[config.mk]
export PLATFORM = sky130hd
export DESIGN_NAME = char_row_buffer
export DESIGN_NICKNAME = d
export VERILOG_FILES = /design/src/rtl/char_row_pkg.sv /design/src/rtl/char_row_mem.sv /design/src/rtl/char_row_buffer.sv
export SDC_FILE = /design/constraint.sdc
export NUM_CORES = 1
export LEC_CHECK = 0
export ABC_CLOCK_PERIOD_IN_PS = 3100
export CORE_ASPECT_RATIO = 1.2
export CORE_MARGIN = 3
export CORE_UTILIZATION = 57
export DETAILED_ROUTE_END_ITERATION = 12
export GPL_ROUTABILITY_DRIVEN = 0
export PLACE_DENSITY = 0.79
export SKIP_CTS_REPAIR_TIMING = 1
export SLEW_MARGIN = 20
export SYNTH_ARGS = -nofsm -noshare
export SYNTH_HDL_FRONTEND = slang
export SYNTH_SLANG_ARGS = --single-unit
export TNS_END_PERCENT = 5
[constraint.sdc]
create_clock -name clk -period 3.1 [get_ports clk]
set_clock_uncertainty 0.15 [all_clocks]
set_input_delay 0.31 -clock clk [delete_from_list [all_inputs] [get_ports clk]]
set_output_delay 0.31 -clock clk [all_outputs]
set_load 0.1 [all_outputs]
[src/rtl/char_row_pkg.sv]
// Shared types and helpers for the single-row character buffer.
package char_row_pkg;

    typedef enum logic [1:0] {
        ST_IDLE  = 2'd0,
        ST_INIT  = 2'd1,
        ST_CLEAR = 2'd2
    } state_t;

    localparam int unsigned DEFAULT_CHAR_W = 6;
    localparam logic [DEFAULT_CHAR_W-1:0] DEFAULT_BLANK_CODE = '1;

    // Ceiling log2, never below 1 so derived vectors always have a bit.
    function automatic int unsigned clog2(input int unsigned v);
        int unsigned r;
        r = 0;
        while ((r < 31) && ((32'd1 << r) < v)) begin
            r = r + 1;
        end
        return (r == 0) ? 1 : r;
    endfunction

endpackage

[src/rtl/char_row_mem.sv]
// Character storage: one write port, one registered read port, contents not reset.
module char_row_mem
    import char_row_pkg::*;
#(
    parameter int unsigned NUM_COLS = 16,
    parameter int unsigned CHAR_W   = DEFAULT_CHAR_W,
    parameter int unsigned AW       = clog2(NUM_COLS)
) (
    input  logic              clk,
    input  logic              we,
    input  logic [AW-1:0]     waddr,
    input  logic [CHAR_W-1:0] wdata,
    input  logic [AW-1:0]     raddr,
    output logic [CHAR_W-1:0] rdata
);

    logic [CHAR_W-1:0] mem_q [NUM_COLS];

    // Read samples the pre-write contents, giving old-data on a same-cycle collision.
    always_ff @(posedge clk) begin
        if (we) begin
            mem_q[waddr] <= wdata;
        end
        rdata <= mem_q[raddr];
    end

endmodule

[src/rtl/char_row_buffer.sv]
// Single text row for the VGA path: 2-cycle pixel-to-character lookup plus write/clear engine.
// Optional blinking cursor output enabled by defining CHAR_ROW_CURSOR_EN.
module char_row_buffer
    import char_row_pkg::*;
#(
    parameter int unsigned       NUM_COLS   = 16,
    parameter int unsigned       CHAR_W     = DEFAULT_CHAR_W,
    parameter int unsigned       GLYPH_W    = 8,
    parameter int unsigned       GLYPH_H    = 10,
    parameter int unsigned       X_START    = 0,
    parameter int unsigned       Y_START    = 100,
    parameter logic [CHAR_W-1:0] BLANK_CODE = '1
`ifdef CHAR_ROW_CURSOR_EN
    ,
    parameter int unsigned       CURSOR_BLINK = 30
`endif
) (
    input  logic                        clk,
    input  logic                        rst,
    input  logic [9:0]                  xcoor,
    input  logic [8:0]                  ycoor,
    input  logic                        wr_valid,
    output logic                        wr_ready,
    input  logic                        wr_auto,
    input  logic [clog2(NUM_COLS)-1:0]  wr_addr,
    input  logic [CHAR_W-1:0]           wr_data,
    input  logic                        clr_req,
    output logic                        busy,
    output logic [CHAR_W-1:0]           char_out,
    output logic [clog2(GLYPH_W)-1:0]   glyph_x,
    output logic [clog2(GLYPH_H)-1:0]   glyph_y,
    output logic                        in_row
`ifdef CHAR_ROW_CURSOR_EN
    ,
    output logic                        cursor_hit
`endif
);

    localparam int unsigned COL_AW  = clog2(NUM_COLS);
    localparam int unsigned GX_W    = clog2(GLYPH_W);
    localparam int unsigned GY_W    = clog2(GLYPH_H);
    localparam int unsigned ROW_PIX = NUM_COLS * GLYPH_W;

    state_t              state_q, state_n;
    logic [COL_AW-1:0]   cnt_q, cnt_n;
    logic [COL_AW-1:0]   ptr_q, ptr_n;
    logic                mem_we;
    logic [COL_AW-1:0]   mem_waddr;
    logic [CHAR_W-1:0]   mem_wdata;
    logic [CHAR_W-1:0]   rd_data;
    logic                addr_ok_c;

    // Offsets carry an extra top bit so a coordinate left/above the row shows as negative.
    logic [10:0]         dx_c;
    logic [9:0]          dy_c;
    logic                in_c;
    logic [COL_AW-1:0]   col_c;

    logic                in_s1;
    logic [GX_W-1:0]     gx_s1;
    logic [GY_W-1:0]     gy_s1;

    assign dx_c  = {1'b0, xcoor} - 11'(X_START);
    assign dy_c  = {1'b0, ycoor} - 10'(Y_START);
    assign in_c  = !dx_c[10] && (dx_c < 11'(ROW_PIX)) && !dy_c[9] && (dy_c < 10'(GLYPH_H));
    assign col_c = dx_c[GX_W +: COL_AW];

    // Explicit addresses past the last column are dropped; only possible for non-power-of-two rows.
    if ((1 << COL_AW) == NUM_COLS) begin : g_addr_full
        assign addr_ok_c = 1'b1;
    end else begin : g_addr_chk
        assign addr_ok_c = (32'(wr_addr) < NUM_COLS);
    end

    char_row_mem #(
        .NUM_COLS (NUM_COLS),
        .CHAR_W   (CHAR_W),
        .AW       (COL_AW)
    ) u_mem (
        .clk   (clk),
        .we    (mem_we),
        .waddr (mem_waddr),
        .wdata (mem_wdata),
        .raddr (col_c),
        .rdata (rd_data)
    );

    // Lookup pipeline: stage 1 alongside the memory read, stage 2 drives outputs.
    always_ff @(posedge clk) begin
        if (rst) begin
            in_s1    <= 1'b0;
            gx_s1    <= '0;
            gy_s1    <= '0;
            char_out <= BLANK_CODE;
            glyph_x  <= '0;
            glyph_y  <= '0;
            in_row   <= 1'b0;
        end else begin
            in_s1    <= in_c;
            gx_s1    <= in_c ? dx_c[GX_W-1:0] : '0;
            gy_s1    <= in_c ? dy_c[GY_W-1:0] : '0;
            char_out <= in_s1 ? rd_data : BLANK_CODE;
            glyph_x  <= gx_s1;
            glyph_y  <= gy_s1;
            in_row   <= in_s1;
        end
    end

    // Control state, sweep counter, write pointer and the registered handshake flags.
    always_ff @(posedge clk) begin
        if (rst) begin
            state_q  <= ST_INIT;
            cnt_q    <= '0;
            ptr_q    <= '0;
            busy     <= 1'b1;
            wr_ready <= 1'b0;
        end else begin
            state_q  <= state_n;
            cnt_q    <= cnt_n;
            ptr_q    <= ptr_n;
            busy     <= (state_n != ST_IDLE);
            wr_ready <= (state_n == ST_IDLE);
        end
    end

    always_comb begin
        state_n   = state_q;
        cnt_n     = cnt_q;
        ptr_n     = ptr_q;
        mem_we    = 1'b0;
        mem_waddr = cnt_q;
        mem_wdata = BLANK_CODE;
        case (state_q)
            ST_INIT, ST_CLEAR: begin
                mem_we = 1'b1;
                if (state_q == ST_INIT) begin
                    mem_wdata = CHAR_W'(cnt_q);
                end
                if (cnt_q == COL_AW'(NUM_COLS - 1)) begin
                    state_n = ST_IDLE;
                    cnt_n   = '0;
                end else begin
                    cnt_n = cnt_q + COL_AW'(1);
                end
            end
            default: begin
                if (wr_valid && wr_ready) begin
                    mem_wdata = wr_data;
                    if (wr_auto) begin
                        mem_we    = 1'b1;
                        mem_waddr = ptr_q;
                        ptr_n     = (ptr_q == COL_AW'(NUM_COLS - 1)) ? '0 : ptr_q + COL_AW'(1);
                    end else begin
                        mem_we    = addr_ok_c;
                        mem_waddr = wr_addr;
                    end
                end
                // The same-cycle write lands first and is then blanked by the sweep.
                if (clr_req) begin
                    state_n = ST_CLEAR;
                    cnt_n   = '0;
                    ptr_n   = '0;
                end
            end
        endcase
        if (rst) begin
            mem_we = 1'b0;
        end
    end

`ifdef CHAR_ROW_CURSOR_EN
    localparam int unsigned BW = clog2(CURSOR_BLINK + 1);

    logic [COL_AW-1:0] col_s1;
    logic              frame_c;
    logic              frame_q;
    logic              phase_q;
    logic [BW-1:0]     blink_cnt_q;

    assign frame_c = (xcoor == 10'd0) && (ycoor == 9'd0);

    // Frame start counted on the first cycle at the origin; phase flips every CURSOR_BLINK frames.
    always_ff @(posedge clk) begin
        if (rst) begin
            col_s1      <= '0;
            frame_q     <= 1'b0;
            phase_q     <= 1'b1;
            blink_cnt_q <= '0;
            cursor_hit  <= 1'b0;
        end else begin
            col_s1  <= col_c;
            frame_q <= frame_c;
            if (frame_c && !frame_q) begin
                if (blink_cnt_q == BW'(CURSOR_BLINK - 1)) begin
                    blink_cnt_q <= '0;
                    phase_q     <= !phase_q;
                end else begin
                    blink_cnt_q <= blink_cnt_q + BW'(1);
                end
            end
            cursor_hit <= in_s1 && (col_s1 == ptr_q) && phase_q;
        end
    end
`endif

endmodule

# Yosys cells after proc, flatten, opt, wreduce, memory -nomap -nowiden

Memories as Yosys holds them, arrays and structs flattened. A register that Yosys moved wholly into a read port is not among the register bits.
Index checks and enable logic that the tools add are counted.
W data, S select, Z words.

Word-level logic and storage cells: 59
Bits of input ports: 34
Bits in registers: 34
Memories: 1
Bits in writable memories: 96
Output and inout port bits: 16

Add/sub/neg operators: 3
Multiplexer cells: 21
Bitwise operators: 3
Reduce and logical (&&, ||, !) cells: 13
$lt $le $gt $ge: 2
Eq/ne operators: 4

Memory list:

| name        | words | bits a word | read ports | clocked after memory_dff | wr ports | line               | source |
|---|---|---|---|---|---|---|---|
| u_mem.mem_q | 16    | 6           | 1          | 1                        | 1        | char_row_mem.sv:17 | `logic [CHAR_W-1:0] mem_q [NUM_COLS];` |

Operators by type and width:

| operator               | number |
|---|---|
| $mux W4                | 10 |
| $mux W6                | 3 |
| $lt A10 B4 Y1 const B  | 1 |
| $lt A10 B8 Y1 const B  | 1 |
| $sub A9 B7 Y10 const B | 1 |
| $add A4 B1 Y4 const B  | 2 |
| $eq A4 B4 Y1 const B   | 2 |
| $reduce_bool A2 Y1     | 4 |
| $mux W2                | 3 |
| $reduce_or A2 Y1       | 3 |
| $mux W1                | 5 |
| $logic_and A1 B1 Y1    | 3 |
| $not A1 Y1             | 3 |
| $reduce_and A3 Y1      | 1 |
| $eq A2 B1 Y1 const B   | 1 |
| $eq A2 B2 Y1 const B   | 1 |
| $logic_not A2 Y1       | 1 |
| $logic_not A1 Y1       | 1 |

# Logic depth before layout (Yosys ltp)

Gate-level depths: netlist (run 1).

Depth after elaboration: 6
Gate-level depth with buffers: 7
Gate-level depth less buffers: 6

# Cells and area by module

A second synthesis (run 1) with hierarchy kept.

Cell total of the unflattened synthesis: 327
Area total of the unflattened synthesis: 5396.4 µm²

By module, submodules not included:

| module          | cells each | seq. area each (µm²) | area an instance (µm²) | instances |
|---|---|---|---|---|
| char_row_mem    | 178        | 3002.9               | 3895.0                 | 1 |
| char_row_buffer | 149        | 680.7                | 1501.4                 | 1 |

# Worst setup path before layout (run 1)

OpenSTA, ideal clock, no wires.

Path kind: register to register
Start point: register wr_ready
End point: memory u_mem.mem_q[13][0] (netlist name), enable pin
Library setup time: 363 ps
Required time: 2587 ps
Clock period less this slack: 2655 ps
Path buffers: 2
Setup slack: 445 ps
Stages on the path, launching flop included: 6
Data arrival time: 2142 ps
Cells stage by stage: dfxtp_1 and3_1 clkbuf_1 buf_2 nand3_1 a21oi_1

Word-level cells in the longest chain between the ends: 6
Elaborated cells on any way between the ends: 8
Those cells by class: mux (7); reduce/logical (1)

Ends and longest elaborated chain:

| what                          | line                   | source |
|---|---|---|
| start: declaration            | char_row_buffer.sv:23  | `output logic wr_ready,` |
| start signal: assignment      | char_row_buffer.sv:122 | `wr_ready <= (state_n == ST_IDLE);` |
| $logic_and A1 B1 Y1 (*)       | char_row_buffer.sv:147 | `if (wr_valid && wr_ready) begin` |
| $mux W1                       | char_row_buffer.sv:147 |  |
| $mux W1                       | char_row_buffer.sv:133 | `case (state_q)` |
| $mux W1                       | char_row_buffer.sv:166 | `if (rst) begin` |
| $mux W1                       | char_row_mem.sv:21     | `if (we) begin` |
| $mux W1 (not written as such) | char_row_mem.sv:22     | `mem_q[waddr] <= wdata;` |
| end: declaration              | char_row_mem.sv:17     |  |

Every way passes the cells marked *; elsewhere a longest branch is shown, timed or not.

# Worst setup path after layout (run 1)

Start point: register state_q[1]
End point: memory u_mem.mem_q[14][0] (netlist name), enable pin

Word-level cells in the longest chain between the ends: 6
Elaborated cells on any way between the ends: 8
Those cells by class: eq/ne (2); mux (5); reduce/logical (1)

Ends and longest elaborated chain:

| what                                         | line                   | source |
|---|---|---|
| start: declaration                           | char_row_buffer.sv:44  | `state_t state_q, state_n;` |
| start signal: assignment                     | char_row_buffer.sv:118 | `state_q <= state_n;` |
| $eq A2 B1 Y1 or $eq A2 B2 Y1 (tied branches) | char_row_buffer.sv:133 |  |
| $reduce_or A2 Y1 (*)                         | char_row_buffer.sv:133 |  |
| $mux W1                                      | char_row_buffer.sv:133 |  |
| $mux W1                                      | char_row_buffer.sv:166 |  |
| $mux W1                                      | char_row_mem.sv:21     |  |
| $mux W1 (not written as such)                | char_row_mem.sv:22     |  |

Marked as above.

==> flow_metrics.env, run 1 <==
export IMPL_h_tree_depth=4
export IMPL_synth_cells=378
export IMPL_yosysUniqueCellTypes=42
export IMPL_rr_worst_depth=5
export IMPL_slew_violations=0
export IMPL_crit_type="flop to flop"
export IMPL_placedCellCount=538
export IMPL_path_clk_slew_ns=0.06
export IMPL_hold_path_class="primary input to flop"
export IMPL_drive_gt1_share_pct=15.6
export IMPL_clock_root_buffer="clkbuf_8"
export IMPL_drt_total_wl_um=10700
export IMPL_ys_seq_elements=136
export IMPL_crit_fanout=18
export IMPL_syn_area_um2=5530
export IMPL_design_core_area_um2=9220
export IMPL_yosysWarnings=0
export IMPL_arrival_ns=2.52
export IMPL_grt_start_max_net_pins=25
export IMPL_cts_sinks=136
export IMPL_die_w_um=95.9
export IMPL_timing_fmax_mhz=398
export IMPL_finalHoldViolations=0
export IMPL_worstHoldStart="xcoor[0]"
export IMPL_status="finished clean"
export IMPL_p_leak_nw=2.36
export IMPL_reg2reg_to="u_mem.mem_q[14][0]$_DFFE_PP_"
export IMPL_peakVddDrop_mv=0.722
export IMPL_worst_slew_pin_slew_ns=0.961
export IMPL_fin_crit_ns=2.51
export IMPL_grt_ovfl_total=0
export IMPL_p_per_area_nw_per_um2=869
export IMPL_num_vias=3374
export IMPL_n_antenna_cell=0
export IMPL_grt_first_pass_wirelength_um=17200
export IMPL_ios=50
export IMPL_synth_nets=417
export IMPL_drt_iter0_markers=225
export IMPL_wl_per_cell_um=18.8
export IMPL_die_y_um=114
export IMPL_dr_pass1_iters=5
export IMPL_cts_tree="done"
export IMPL_clk_latency_ns=0.53
export IMPL_drtAntennaViolNets=0
export IMPL_worstSetupStartpoint="state_q[1]$_SDFF_PP0_"
export IMPL_cp_start_kind="flop"
export IMPL_utilization_pct=72.7
export IMPL_crit_slowest_cell="a21oi_1"
export IMPL_synth_edf_count=96
export IMPL_start_util_pct=60.0
export IMPL_slew_headroom_pct=35.7
export IMPL_drc=0
export IMPL_dpl_hpwl_um=7310
export IMPL_grtUsageTotal_pct=21.9
export IMPL_synth_top_cell_by_area="edfxtp_1"
export IMPL_drv_cap=0
export IMPL_die_area_um2=10900
export IMPL_timing_rr_start="state_q[1]$_SDFF_PP0_"
export IMPL_cts_made_buffers=17
export IMPL_rows=38
export IMPL_synth_top_area_share_pct=52.1
export IMPL_vias_per_cell=5.92
export IMPL_io_buffers=49
export IMPL_crit_required_ns=3.10
export IMPL_synthArstFlopShare_pct=0
export IMPL_antenna_found_initial=0
export IMPL_final_nets=476
export IMPL_grt_pass1_vias=3315
export IMPL_finalSetupTns_ns=0
export IMPL_rrSetupSlack_ns=0.59
export IMPL_path_cells="inv_1 > ha_1 > and3_1 > nand3_1 > a21oi_1"
export IMPL_seq_area_frac_synth_pct=66.6
export IMPL_critPathTopFamily="simple AND/OR/NAND/NOR gates"
export IMPL_yosys_top_cells_area="edfxtp_1, dfxtp_1, mux4_1, mux4_2, nand3_1"
export IMPL_ys_flop_type="edfxtp_1"
export IMPL_fin_cells=570
export IMPL_rsz0062_at_grt="false"
export IMPL_slowest_delay_ns=0.55
export IMPL_syn_area_per_cell_um2=14.6
export IMPL_clock_path_buffers=2
export IMPL_min_to="gx_s1[0]$_SDFF_PP0_"
export IMPL_crit_buf_inv=1
export IMPL_fin_crit_sh_pct=81.1
export IMPL_finalSetupViolCount=0
export IMPL_worstSetupEndpointType="flop"
export IMPL_min_delay_path_depth=2
export IMPL_area_delta_synth_final_pct=21.3
[cell usage in the layout, fill, tap and decap left out, types with 3 or more instances in the layout]
cell | Yosys | layout
clkbuf_8 | 0 | 3
o22a_1 | 4 | 4
nand3_1 | 29 | 29
edfxtp_1 | 96 | 96
o21ai_0 | 9 | 9
ha_1 | 5 | 5
and2_1 | 7 | 7
a22oi_1 | 12 | 12
inv_1 | 9 | 9
nand2b_1 | 9 | 9
a31oi_1 | 3 | 3
nor2_1 | 18 | 18
mux4_2 | 12 | 12
buf_4 | 1 | 25
nor3_1 | 3 | 3
inv_6 | 0 | 3
nand2_1 | 17 | 17
mux4_1 | 12 | 12
clkbuf_16 | 0 | 19
inv_4 | 0 | 3
dfxtp_1 | 40 | 40
a21oi_1 | 21 | 21
nand4_1 | 6 | 6
clkdlybuf4s50_1 | 0 | 37
nor2b_1 | 17 | 17
a21o_1 | 5 | 5
[sequential cells by signal, summed over array words and instances (netlist names)]
register     flops
u_mem.mem_q     96
char_out         6
u_mem.rdata      6
cnt_q            4
glyph_y          4
gy_s1            4
ptr_q            4
glyph_x          3
gx_s1            3
state_q          2
busy             1
in_row           1
in_s1            1
wr_ready         1
[worst max-delay path by stage]
stage                                   endpoint  depth (start not counted)
floorplan           u_mem.mem_q[13][0]$_DFFE_PP_                          5
global placement    u_mem.mem_q[13][3]$_DFFE_PP_                          5
detailed placement   u_mem.mem_q[9][1]$_DFFE_PP_                          5
CTS                 u_mem.mem_q[14][0]$_DFFE_PP_                          5
global route        u_mem.mem_q[14][5]$_DFFE_PP_                          5
finish              u_mem.mem_q[14][0]$_DFFE_PP_                          5
[cell type report]
| class | instances | area (µm²) |
|---|---|---|
| inverter | 9 | 33.8 |
| multi-input combinational | 211 | 1690 |
| clock buffer | 22 | 517 |
| fill | 598 | 2510 |
| tap | 120 | 150 |
| clock inverter | 10 | 75.1 |
| sequential | 136 | 3680 |
| timing repair buffer | 62 | 558 |
[where the power goes]
group | internal [mW] | switching [mW] | total [mW]
Combinational | 0.338 | 0.902 | 1.24
Clock | 1.18 | 0.745 | 1.92
Sequential | 2.58 | 0.0850 | 2.67
[through the flow]
stage	power [mW]	worst slack (ns)	area, µm²	hold WS (ns)
2_1_floorplan	3.49	0.445	5530	0.236
3_3_place_gp	3.90	0.396	6120	0.238
3_5_place_dp	3.95	0.310	6120	0.243
4_1_cts	5.88	0.605	6710	0.171
5_1_grt	6.11	0.384	6710	0.184
6_report	5.83	0.586	6710	0.194
[kinds of logic after synthesis]
group	Yosys count	share of synthesized area, %
flops	136	66.6
fa+ha+maj	5	1.13
simple gates	114	10.7
compound gates	66	7.87
mux	26	11.0
buf+inv	31	2.78
[worst reg2reg max path, stage by stage (launching register included)]
cell,delay (ns)
dfxtp_1,0.36
inv_1,0.05
ha_1,0.34
and3_1,0.52
nand3_1,0.18
a21oi_1,0.55
[cells in the mapped netlist (all sizes together), types with 2 or more instances]
cell / count
nand4: 6
o21a: 2
nor4: 2
o22a: 4
mux4: 24
a22oi: 12
nand2: 17
nand3: 29
nor2: 18
and2: 7
nand2b: 9
clkbuf: 14
nor3b: 2
inv: 9
a32o: 2
o21ai: 9
a31oi: 3
a21o: 5
nor2b: 17
buf: 8
ha: 5
a21oi: 21
and3: 2
edfxtp: 96
dfxtp: 40
nor3: 3
mux2i: 2
[metal layers]
layer,vias to the layer above,routed length (µm),global-route usage [%]
li1,1584,-,-
met1,1624,4260,27.3
met2,149,5570,35.7
met3,17,725,6.93
met4,0,178,8.35
met5,-,0,0
No activity file was read; power rests on OpenSTA's default activity.
==> inputs of run 2 (changes only) <==
- ABC_CLOCK_PERIOD_IN_PS: 3100 -> 2300
- CORE_UTILIZATION: 57 -> 51
- PLACE_DENSITY: 0.79 -> 0.75
- clock period: 3.1 -> 2.3 ns (I/O delays scaled with it)
==> flow_metrics.env, run 2 (same netlist as run 1, synthesis figures left out) <==
export IMPL_status="finished clean"
export IMPL_drtAntennaViolNets=0
export IMPL_grtUsageTotal_pct=18.7
export IMPL_num_vias=3397
export IMPL_cts_made_buffers=17
export IMPL_clock_path_buffers=2
export IMPL_area_delta_synth_final_pct=23.3
export IMPL_rrSetupSlack_ns=0.16
export IMPL_finalSetupViolCount=0
export IMPL_n_fill_cell=792
export IMPL_final_nets=491
export IMPL_wl_per_cell_um=17.7
export IMPL_hold_path_class="primary input to flop"
export IMPL_timing_fmax_mhz=467
export IMPL_die_w_um=101
export IMPL_ios=50
export IMPL_slew_headroom_pct=59.3
export IMPL_fin_crit_ns=2.14
export IMPL_slew_violations=0
export IMPL_final_cell_mix="edfxtp_1, buf_4, dfxtp_1, clkdlybuf4s50_1, nand3_1"
export IMPL_grt_ovfl_total=0
export IMPL_grt_first_pass_wirelength_um=17000
export IMPL_dr_pass1_iters=4
export IMPL_clock_root_buffer="clkbuf_16"
export IMPL_drc=0
export IMPL_grt_pass1_vias=3429
export IMPL_vias_per_cell=5.72
export IMPL_switching_power_mw=2.26
export IMPL_drive_gt1_share_pct=18.5
export IMPL_antenna_found_initial=0
export IMPL_n_antenna_cell=0
export IMPL_p_leak_nw=2.43
export IMPL_finalSetupTns_ns=0
export IMPL_arrival_ns=2.11
export IMPL_die_area_um2=12100
export IMPL_top_register="u_mem.mem_q"
export IMPL_cp_start_kind="flop"
export IMPL_swShare_pct=29.0
export IMPL_fin_cells=594
export IMPL_peakVddDrop_mv=0.697
export IMPL_die_y_um=120
export IMPL_drt_total_wl_um=10500
export IMPL_placedCellCount=562
export IMPL_path_clk_slew_ns=0.06
export IMPL_cts_sinks=136
export IMPL_worstSetupEndpointType="flop"
export IMPL_p_int_mw=5.53
export IMPL_cts_tree="done"
export IMPL_rows=41
export IMPL_design_core_area_um2=10600
export IMPL_crit_required_ns=2.27
export IMPL_layout_commonest_cell="edfxtp_1"
export IMPL_clkPwrFrac_pct=31.4
export IMPL_reg_largest_list="u_mem.mem_q x96, char_out x6, u_mem.rdata x6"
export IMPL_crit_fanout=15
export IMPL_combPwrFrac_pct=22.4
export IMPL_drv_cap=0
export IMPL_grt_start_max_net_pins=25
export IMPL_io_buffers=49
export IMPL_p_per_area_nw_per_um2=1140
export IMPL_rsz0062_at_grt="false"
export IMPL_pwr_share_seq_pct=46.2
export IMPL_worst_slew_pin_slew_ns=0.611
export IMPL_crit_type="flop to flop"
export IMPL_finalHoldViolations=0
export IMPL_h_tree_depth=4
export IMPL_largest_register_ffs=96
export IMPL_drt_iter0_markers=197
export IMPL_start_util_pct=52.3
export IMPL_fin_crit_sh_pct=93.1
export IMPL_dpl_hpwl_um=7280
export IMPL_clk_latency_ns=0.41
## run 2: critical path, cell delays in order (launching register included)
cell     delay, ns
dfxtp_1       0.36
inv_1         0.06
ha_1          0.37
and3_1        0.24
buf_4         0.21
nand3_1       0.08
a21oi_1       0.18
buf_4         0.19
## run 2: layout make-up
type | count | area, µm² | area share [%]
Clock inverter | 7 | 41.3 | 0.605
Timing Repair Buffer | 77 | 698 | 10.2
Multi-Input combinational cell | 211 | 1690 | 24.8
Sequential cell | 136 | 3690 | 54.1
Tap cell | 129 | 161 | 2.37
Inverter | 9 | 33.8 | 0.495
Clock buffer | 25 | 507 | 7.43
## run 2: routing by layer
metal / part of all wire (%) / global-route usage, % / wire length [µm] / up-vias
met4: 1.5 / 8.06 / 158 / 0
met2: 54 / 31.5 / 5660 / 101
li1: - / - / - / 1612
met5: 0 / 0 / 0 / -
met1: 40 / 22.4 / 4240 / 1671
met3: 4.5 / 4.83 / 474 / 13
## run 2: per-stage QoR
step           worst slack [ns]  utilization (%)  power [mW]  cell area, µm²  hold WS, ns
6_report                  0.158             64.6        7.79            6820        0.229
3_3_place_gp             0.0211             59.4        5.31            6270        0.243
4_1_cts                   0.150             64.6        7.84            6820        0.220
5_1_grt                 0.00480             64.6        8.14            6820        0.233
2_1_floorplan            0.0666                -        4.71            5530        0.202
3_5_place_dp             0.0195             59.4        5.38            6270        0.248
## run 2: power by group through the flow
stage | sequential (mW) | clock [mW] | combinational, mW
final | 3.60 | 2.45 | 1.74
after floorplan | 3.69 | 0 | 1.02
after detailed placement | 3.64 | 0 | 1.74
after CTS | 3.60 | 2.49 | 1.76
after global placement | 3.63 | 0 | 1.68
after global routing | 3.62 | 2.59 | 1.93
## run 2: final timing paths
kind                                        startpoint                           to  cells after the start
worst min register to register  u_mem.rdata[4]$_DFF_P_       char_out[4]$_SDFF_PP1_                      1
worst max register to register   state_q[1]$_SDFF_PP0_  u_mem.mem_q[7][4]$_DFFE_PP_                      7
worst max-delay path             state_q[1]$_SDFF_PP0_  u_mem.mem_q[7][4]$_DFFE_PP_                      7
worst min-delay path                          xcoor[0]          gx_s1[0]$_SDFF_PP0_                      2
==> inputs of run 3 (changes only) <==
- GPL_TIMING_DRIVEN: default -> 1
==> results of run 3 <==
Final layout, timing and power as in run 2 (identical DEF).
